### src/rtl/debug_pkg.sv
// Shared definitions for the pipeline debug sequencer: command bytes,
// FSM states and status-byte layout.
package debug_pkg;

  localparam logic [7:0] CMD_LOAD  = 8'h4C;
  localparam logic [7:0] CMD_RUN   = 8'h52;
  localparam logic [7:0] CMD_STEP  = 8'h53;
  localparam logic [7:0] CMD_CLEAR = 8'h43;

  localparam int ST_HALTED  = 0;
  localparam int ST_TIMEOUT = 1;

  typedef enum logic [2:0] {
    S_IDLE,
    S_LD_CNT,
    S_LD_BYTE,
    S_LD_WR,
    S_RUN,
    S_STEP,
    S_REPORT
  } dbg_state_e;

  function automatic logic [7:0] status_byte(input logic halted, input logic timeout);
    logic [7:0] s;
    s = '0;
    s[ST_HALTED]  = halted;
    s[ST_TIMEOUT] = timeout;
    return s;
  endfunction

endpackage

### src/rtl/debug_tx_serializer.sv
// Shifts out an NBITS PC (LSB byte first) followed by a status byte on a
// valid/ready byte interface; pulses o_done on the final accept.
module debug_tx_serializer #(
  parameter int NBITS = 32
) (
  input  logic             i_clk,
  input  logic             i_rst,
  input  logic             i_load,
  input  logic [NBITS-1:0] i_pc,
  input  logic [7:0]       i_status,
  input  logic             i_tx_ready,
  output logic [7:0]       o_tx_data,
  output logic             o_tx_valid,
  output logic             o_done
);
  localparam int NB = NBITS / 8 + 1;
  localparam int CW = $clog2(NB);

  logic [NBITS+7:0] sreg_q, sreg_d;
  logic [CW-1:0]    cnt_q, cnt_d;
  logic             active_q, active_d;

  always_comb begin
    sreg_d   = sreg_q;
    cnt_d    = cnt_q;
    active_d = active_q;
    o_done   = 1'b0;
    if (i_load) begin
      sreg_d   = {i_status, i_pc};
      cnt_d    = '0;
      active_d = 1'b1;
    end else if (active_q && i_tx_ready) begin
      if (cnt_q == CW'(NB - 1)) begin
        active_d = 1'b0;
        o_done   = 1'b1;
      end else begin
        sreg_d = sreg_q >> 8;
        cnt_d  = cnt_q + 1'b1;
      end
    end
  end

  always_ff @(posedge i_clk or negedge i_rst) begin
    if (!i_rst) begin
      sreg_q   <= '0;
      cnt_q    <= '0;
      active_q <= 1'b0;
    end else begin
      sreg_q   <= sreg_d;
      cnt_q    <= cnt_d;
      active_q <= active_d;
    end
  end

  assign o_tx_valid = active_q;
  assign o_tx_data  = active_q ? sreg_q[7:0] : 8'h00;

endmodule

### src/rtl/pipeline_debug_controller.sv
// UART-driven debug sequencer: loads instruction memory, runs/steps/clears
// the pipeline and reports PC plus status after each run or step.
module pipeline_debug_controller
  import debug_pkg::*;
#(
  parameter int NBITS   = 32,
  parameter int TIMEOUT = 1000000
) (
  input  logic             i_clk,
  input  logic             i_rst,
  input  logic [7:0]       i_rx_data,
  input  logic             i_rx_valid,
  output logic [7:0]       o_tx_data,
  output logic             o_tx_valid,
  input  logic             i_tx_ready,
  output logic             o_inst_mem_wr_en,
  output logic [NBITS-1:0] o_inst_mem_addr,
  output logic [NBITS-1:0] o_inst_mem_data,
  output logic             o_pipe_en,
  output logic             o_pipe_rst,
  input  logic             i_halt,
  input  logic [NBITS-1:0] i_pc,
  output logic [NBITS-1:0] o_cycle_count,
  output logic             o_busy
);
  localparam int BPW = NBITS / 8;
  localparam int BIW = (BPW > 1) ? $clog2(BPW) : 1;

  dbg_state_e       state_q, state_d;
  logic [7:0]       nwords_q, nwords_d;
  logic [7:0]       widx_q, widx_d;
  logic [BIW-1:0]   bidx_q, bidx_d;
  logic [NBITS-1:0] word_q, word_d;
  logic [NBITS-1:0] mem_addr_q, mem_addr_d;
  logic [NBITS-1:0] mem_data_q, mem_data_d;
  logic [NBITS-1:0] cycle_cnt_q, cycle_cnt_d;
  logic [31:0]      run_cnt_q, run_cnt_d;
  logic [7:0]       status_q, status_d;
  logic             pipe_rst_q, pipe_rst_d;
  logic             rpt_start_q, rpt_start_d;
  logic             pipe_en;
  logic             ser_done;

  assign pipe_en = (state_q == S_RUN) || (state_q == S_STEP);

  always_comb begin
    state_d     = state_q;
    nwords_d    = nwords_q;
    widx_d      = widx_q;
    bidx_d      = bidx_q;
    word_d      = word_q;
    mem_addr_d  = mem_addr_q;
    mem_data_d  = mem_data_q;
    cycle_cnt_d = pipe_en ? cycle_cnt_q + 1'b1 : cycle_cnt_q;
    run_cnt_d   = run_cnt_q;
    status_d    = status_q;
    pipe_rst_d  = 1'b0;

    case (state_q)
      S_IDLE: begin
        run_cnt_d = '0;
        if (i_rx_valid) begin
          case (i_rx_data)
            CMD_LOAD: state_d = S_LD_CNT;
            // HALT already at writeback: report immediately, no enabled cycles
            CMD_RUN: begin
              if (i_halt) begin
                status_d = status_byte(1'b1, 1'b0);
                state_d  = S_REPORT;
              end else begin
                state_d = S_RUN;
              end
            end
            CMD_STEP: state_d = S_STEP;
            CMD_CLEAR: begin
              pipe_rst_d  = 1'b1;
              cycle_cnt_d = '0;
            end
            default: ;
          endcase
        end
      end
      S_LD_CNT: begin
        if (i_rx_valid) begin
          nwords_d = i_rx_data;
          widx_d   = '0;
          bidx_d   = '0;
          state_d  = (i_rx_data == 8'h00) ? S_IDLE : S_LD_BYTE;
        end
      end
      S_LD_BYTE: begin
        if (i_rx_valid) begin
          word_d[8*bidx_q +: 8] = i_rx_data;
          bidx_d = bidx_q + 1'b1;
          if (bidx_q == BIW'(BPW - 1)) begin
            mem_data_d = word_d;
            mem_addr_d = NBITS'({widx_q, 2'b00});
            state_d    = S_LD_WR;
          end
        end
      end
      S_LD_WR: begin
        bidx_d = '0;
        if (widx_q == 8'(nwords_q - 8'd1)) begin
          state_d = S_IDLE;
        end else begin
          widx_d  = widx_q + 8'd1;
          state_d = S_LD_BYTE;
        end
      end
      S_RUN: begin
        run_cnt_d = run_cnt_q + 32'd1;
        // halt wins when it coincides with the last timeout cycle
        if (i_halt) begin
          status_d = status_byte(1'b1, 1'b0);
          state_d  = S_REPORT;
        end else if (run_cnt_q == 32'(TIMEOUT - 1)) begin
          status_d = status_byte(1'b0, 1'b1);
          state_d  = S_REPORT;
        end
      end
      S_STEP: begin
        status_d = 8'h00;
        state_d  = S_REPORT;
      end
      S_REPORT: begin
        if (ser_done) state_d = S_IDLE;
      end
      default: state_d = S_IDLE;
    endcase

    rpt_start_d = (state_d == S_REPORT) && (state_q != S_REPORT);
  end

  always_ff @(posedge i_clk or negedge i_rst) begin
    if (!i_rst) begin
      state_q     <= S_IDLE;
      nwords_q    <= '0;
      widx_q      <= '0;
      bidx_q      <= '0;
      word_q      <= '0;
      mem_addr_q  <= '0;
      mem_data_q  <= '0;
      cycle_cnt_q <= '0;
      run_cnt_q   <= '0;
      status_q    <= '0;
      pipe_rst_q  <= 1'b0;
      rpt_start_q <= 1'b0;
    end else begin
      state_q     <= state_d;
      nwords_q    <= nwords_d;
      widx_q      <= widx_d;
      bidx_q      <= bidx_d;
      word_q      <= word_d;
      mem_addr_q  <= mem_addr_d;
      mem_data_q  <= mem_data_d;
      cycle_cnt_q <= cycle_cnt_d;
      run_cnt_q   <= run_cnt_d;
      status_q    <= status_d;
      pipe_rst_q  <= pipe_rst_d;
      rpt_start_q <= rpt_start_d;
    end
  end

  // PC is captured in the first REPORT cycle, after the last enabled edge
  debug_tx_serializer #(.NBITS(NBITS)) u_ser (
    .i_clk      (i_clk),
    .i_rst      (i_rst),
    .i_load     (rpt_start_q),
    .i_pc       (i_pc),
    .i_status   (status_q),
    .i_tx_ready (i_tx_ready),
    .o_tx_data  (o_tx_data),
    .o_tx_valid (o_tx_valid),
    .o_done     (ser_done)
  );

  assign o_inst_mem_wr_en = (state_q == S_LD_WR);
  assign o_inst_mem_addr  = mem_addr_q;
  assign o_inst_mem_data  = mem_data_q;
  assign o_pipe_en        = pipe_en;
  assign o_pipe_rst       = pipe_rst_q;
  assign o_cycle_count    = cycle_cnt_q;
  assign o_busy           = (state_q != S_IDLE);

endmodule

### config.mk
export PLATFORM = sky130hd
export DESIGN_NAME = pipeline_debug_controller
export DESIGN_NICKNAME = d
export VERILOG_FILES = /design/src/rtl/debug_pkg.sv /design/src/rtl/debug_tx_serializer.sv /design/src/rtl/pipeline_debug_controller.sv
export SDC_FILE = /design/constraint.sdc
export NUM_CORES = 1
export LEC_CHECK = 0
export ABC_AREA = 1
export CAP_MARGIN = 30
export CORE_MARGIN = 3
export CORE_UTILIZATION = 40
export CTS_CLUSTER_DIAMETER = 100
export CTS_CLUSTER_SIZE = 40
export DETAILED_ROUTE_END_ITERATION = 6
export PLACE_DENSITY_LB_ADDON = 0.05
export SYNTH_ARGS = -nofsm -noshare
export SYNTH_HDL_FRONTEND = slang
export SYNTH_HIERARCHICAL = 1
export SYNTH_SLANG_ARGS = --single-unit
### constraint.sdc
create_clock -name i_clk -period 3.95 [get_ports i_clk]
set_clock_uncertainty 0.2 [all_clocks]
set_input_delay 1.185 -clock i_clk [delete_from_list [all_inputs] [get_ports i_clk]]
set_output_delay 1.185 -clock i_clk [all_outputs]
set_load 0.02 [all_outputs]
---- Word-level counts from Yosys, hierarchy flattened ----
Cells that the tools add are included.
storage, ports and cells
  register bits after elaboration ......... 211
  bits of input ports ..................... 45
  output and inout port bits .............. 109
  logic and storage cells ................. 114
cells by class
  add/subtract/negate cells ............... 7
  eq/ne operators ......................... 24
  shift-type cells ........................ 2
  mux-type cells .......................... 46
  reductions and logical operators ........ 20
operator list
  cell                                                                     number
  32-bit two-way mux                                                       4
  40-bit two-way mux                                                       3
  32-bit by 1-bit adder with 32-bit output, second input constant          2
  8-bit two-way mux                                                        8
  32-bit one-hot mux with 2 select lines                                   1
  5-bit negation with 34-bit output                                        1
  8-bit by 34-bit variable shift with 32-bit output, first input constant  1
  8-bit by 34-bit variable part select with 32-bit output                  1
  32-bit bitwise mux                                                       1
  32-bit by 20-bit == test with 1-bit output, second input constant        1
  8-bit by 7-bit == test with 1-bit output, second input constant          4
  3-bit two-way mux                                                        10
  8-bit one-hot mux with 3 select lines                                    1
  3-bit one-hot mux with 7 select lines                                    1
  8-bit one-hot mux with 2 select lines                                    1
  3-bit == test, second input constant                                     5
  2-bit != test, second input constant                                     6
  2-bit two-way mux                                                        5
  1-bit two-way mux                                                        9
  3-bit one-hot mux with 3 select lines                                    1
  3-bit AND reduction                                                      3
  3-bit nonzero test                                                       3
  8-bit by 1-bit adder with 8-bit output, second input constant            1
  8-bit == test                                                            1
  17 further kinds                                                         25

---- Logic depth before layout (Yosys ltp) ----
Gate-level depths: netlist of run 1.
  depth after elaboration ................. 8
  gate-level depth with buffers ........... 14
  depth with buffers taken out ............ 14

---- Cells and area by module ----
The synthesis of run 1 kept the hierarchy.
by module, submodules not included
  module                     times used  cells an instance  area an instance (um^2)  seq. area each (um^2)
  pipeline_debug_controller  1           1189               8901.0                   4028.9
  debug_tx_serializer        1           322                2323.5                   1101.1

---- Least setup slack after synthesis of run 1 ----
No wires, ideal clock.
  path type ............................... register to output
  from .................................... register state_q[1]
  to ...................................... output o_busy
  data arrival time ....................... 1104 ps
  required time ........................... 2565 ps
  path slack .............................. 1461 ps
  stages on the path, launching flop included .. 6
  buffers on the path ..................... 1
  cells stage by stage .................... dfrtp_1 > inv_2 > nand2_4 > inv_4 > nand2_4 > buf_2
between the ends
  longest elaborated chain between the ends .. 1
RTL lines
  what                      line                              source
  start: declaration        pipeline_debug_controller.sv:29   dbg_state_e state_q, state_d;
  start signal: assignment  pipeline_debug_controller.sv:150  state_q <= state_d;
  3-bit nonzero test        pipeline_debug_controller.sv:184  assign o_busy = (state_q != S_IDLE);
  end: declaration          pipeline_debug_controller.sv:24   output logic o_busy
Every way passes these cells.

---- Worst setup path after layout of run 1 ----
Same ends and word-level chain as after synthesis.

==> results of run 1 <==
-- worst min-delay path, stage by stage (launching register included) --
cell and delay, ns:
sky130_fd_sc_hd__dfrtp_1 0.35, sky130_fd_sc_hd__nand2_1 0.06, sky130_fd_sc_hd__nand2_1 0.05
-- metal layers --
metal  track usage  wire length [um]
met1        0.2718             13620
met4       0.03007               389
met2        0.3073             13490
met3       0.02037              1057
met5             0                 0
-- kinds of logic (layout without fill, tap and decap cells) --
group / Yosys count / count (layout) / share of synthesized area
DFF: 205 / 205 / 0.4570
and+or+nand+nor: 898 / 898 / 0.3447
adders and majority gates: 12 / 12 / 0.01338
AOI/OAI and AO/OA: 135 / 135 / 0.06488
other: 1 / 30 / 0.0003341
xor gates and xnor gates: 35 / 35 / 0.02731
buffers and inverters: 225 / 309 / 0.09241
-- final cells by class --
| type | instances | area share |
|---|---|---|
| Tap cell | 372 | 0.03554 |
| Timing Repair Buffer | 140 | 0.1071 |
| Clock buffer | 12 | 0.02207 |
| Clock inverter | 5 | 0.004777 |
| Inverter | 152 | 0.04433 |
| Sequential cell | 205 | 0.3917 |
| Multi-Input combinational cell | 1110 | 0.3945 |
-- power by group through the flow --
| stage | clock (uW) | combinational [uW] | sequential, uW |
|---|---|---|---|
| after CTS | 1380 | 3470 | 3160 |
| after global placement | 0 | 3420 | 3200 |
| after floorplan | 0 | 2180 | 3350 |
| after detailed placement | 0 | 3460 | 3200 |
| final | 1320 | 3430 | 3160 |
| after global routing | 1450 | 3860 | 3250 |
-- path summary, 6_finish.rpt --
check,start,to,cells after the start
setup / recovery,state_q[1],o_busy,5
setup reg to reg,state_q[1],o_cycle_count[20],10
hold / removal,u_ser/sreg_q[36],u_ser/sreg_q[36],2
min in group asynchronous,i_rst,u_ser/sreg_q[0],1
max in group asynchronous,i_rst,run_cnt_q[18],2
hold reg to reg,u_ser/sreg_q[36],u_ser/sreg_q[36],2
-- state kept, by name, indices dropped and copies added, names as in the netlist --
signal and flops:
u_ser/sreg_q 40, o_cycle_count 32, o_inst_mem_data 32, run_cnt_q 32
word_q 32, nwords_q 8, o_inst_mem_addr 8, widx_q 8
state_q 3, u_ser/cnt_q 3, bidx_q 2, status_q 2
o_pipe_rst 1, rpt_start_q 1, u_ser/o_tx_valid 1
-- placed cells by master, fill, tap and decap left out, types with 9 or more instances in the layout --
master / netlist / layout
sky130_fd_sc_hd__nand2_1: 560 / 560
sky130_fd_sc_hd__dfrtp_1: 205 / 205
sky130_fd_sc_hd__inv_1: 142 / 142
sky130_fd_sc_hd__nor2_1: 136 / 136
sky130_fd_sc_hd__clkdlybuf4s50_1: 0 / 128
sky130_fd_sc_hd__nand3_1: 95 / 95
sky130_fd_sc_hd__o21ai_0: 79 / 79
sky130_fd_sc_hd__nor3_1: 35 / 35
sky130_fd_sc_hd__nand4_1: 34 / 34
sky130_fd_sc_hd__xor2_1: 30 / 30
sky130_fd_sc_hd__conb_1: 1 / 30
sky130_fd_sc_hd__o22ai_1: 24 / 24
sky130_fd_sc_hd__a21oi_1: 21 / 21
sky130_fd_sc_hd__ha_1: 12 / 12
sky130_fd_sc_hd__clkbuf_16: 0 / 11
sky130_fd_sc_hd__buf_4: 26 / 9
-- per-stage QoR --
step | power [uW] | util
after CTS | 8018 | 0.4806
after floorplan | 5522 | -
after global placement | 6617 | 0.4677
after global routing | 8553 | 0.4806
after detailed placement | 6661 | 0.4677
final | 7910 | 0.4806
==> qor.yml, run 1 <==
cts_post_setup_buffers_inserted: 0
worst_slew_pin_slew_ns: 0.6295
synth_area_sq_um: 11220
power.clock.fraction: 0.167
syn-instance-count: 1511
antenna_diodes: 0
finish.cell_count_without_fillers: 1996
dp_hpwl_um: 20410
worstSetupEndpointType: "primary output"
grt_pass1_wl_um: 47760
relative_contribution_of_combinational_cells_to_total_power: 0.434
ys_warn_count: 6
critical-path-top-cell-by-count: "sky130_fd_sc_hd__nand2_4"
power.ir.vdd_worst_mv: 0.3463
clock.fmax_mhz: 282.0
post_drt_via_cell_ratio: 4.821
outcome: "completed"
path_max_fanout: 16
grt_pass1_vias: 9238
placementRows: 60
postLayoutCellArea_sq_um: 13100
ctsLongestPathBuffers: 3
htreeDepth: 1
die_width_um: 173.5
drc: 0
report.final.slew_viol_count: 0
place_area_sq_um: 12740
path_cells: "inv_2, nand2_4, inv_4, nand2_4, clkdlybuf4s50_1"
post-place-cells: 1979
place.port_buffers: 129
footprint_of_the_multi_input_gates_sq_um: 5166
worst_skew_pair.late_latency_ns: 0.49
timing.final.crit_share: 0.8978
clock-sinks: 205
post_route_cells_drive_above_1_share: 0.04433
critical_path.startpoint_type: "flip-flop"
count_of_state_elements_after_synthesis: 205
post_cts_hold_fix_bufs: 0
synth-async-reset-ratio: 1.000
synth_most_common_cell: "sky130_fd_sc_hd__nand2_1"
worstPathRequired_ns: 2.56
grt_max_degree: 69
initial_antenna_violation_count: 0
start_util: 0.4119
vias: 9623
hold_slack_ns: 0.2804
power-per-cell-area_nw_per_um2: 604.0
overflow: 0
synth_cell_types: 47
cts_tree: "built"
post_cts.resized_instances: 0
critical_path.slowest_cell: "sky130_fd_sc_hd__clkdlybuf4s50_1"
drt.antenna.violating_nets: 0
power.sequential.fraction: 0.399
mean_syn_cell_area_sq_um: 7.429
rrSetupSlack_ns: 1.21
summed_negative_setup_slack_over_all_endpoints_ns: 0
fp.dieH_um: 173.5
gp_routability_congestion: 0.8724
wirelength_um: 28560
internal_cell_power_uw: 4500
cts_buffers: 11
relSlewSlack: 0.5797
crit_family: "buffers and inverters"
number_of_hold_violations_in_the_final_report: 0
synth.area.top_cells: "sky130_fd_sc_hd__dfrtp_1 (46%), sky130_fd_sc_hd__nand2_1 (19%), sky130_fd_sc_hd__inv_1 (4.7%)"
p_leak_uw: 0.006388
ys.flop_type: "sky130_fd_sc_hd__dfrtp_1"
drt_iter0_drc: 657
synth-edff-count: 0
final-setup-viol-count: 0
layout-area-overhead-vs-synth_pct: 16.68
cts.reportedPaths.clkPinSlew_ns: 0.12
post_drt_wl_per_cell_um: 14.31
leading_cell_types_by_count_after_synthesis: "sky130_fd_sc_hd__nand2_1 (560), sky130_fd_sc_hd__dfrtp_1 (205), sky130_fd_sc_hd__inv_1 (142)"
register_area_sq_um: 5130
critical-path-max-stage-delay_ns: 0.60
synth_area_leader_cell: "sky130_fd_sc_hd__dfrtp_1"
netlist.area_leader.share: 0.4570
total_switching_power_uw: 3410
cp_num_buf_inv: 3
pre_cts_ws_ns: 0.5090
min_path_type: "flip-flop to flip-flop"
final_net_count: 1677
layout.filler_cells: 2824
cts-root-buf: "sky130_fd_sc_hd__clkbuf_16"
worst-setup-path-type: "flip-flop to primary output"
period_minus_slack_ns: 3.546
die_area_sq_um: 30110
design.portCount: 154
worst-endpoint-arrival_ns: 2.16
unrepaired_setup_endpoints_after_global_routing: "false"
maxCapViolCount: 0
setup_ws_ns: 0.4037
track_usage: 0.1870
dr.pass1.iters: 6
seq_area_frac_synth: 0.4570
coreArea_sq_um: 27250
p_sw_frac: 0.4311
Note: power is estimated with default switching activity, not from simulation.
==> run 2, diff against run 1 <==
Settings changed: SKIP_CTS_REPAIR_TIMING from default to 1.
==> results of run 2 <==
Same layout as run 1: the final DEF is identical, and so are final timing and power.
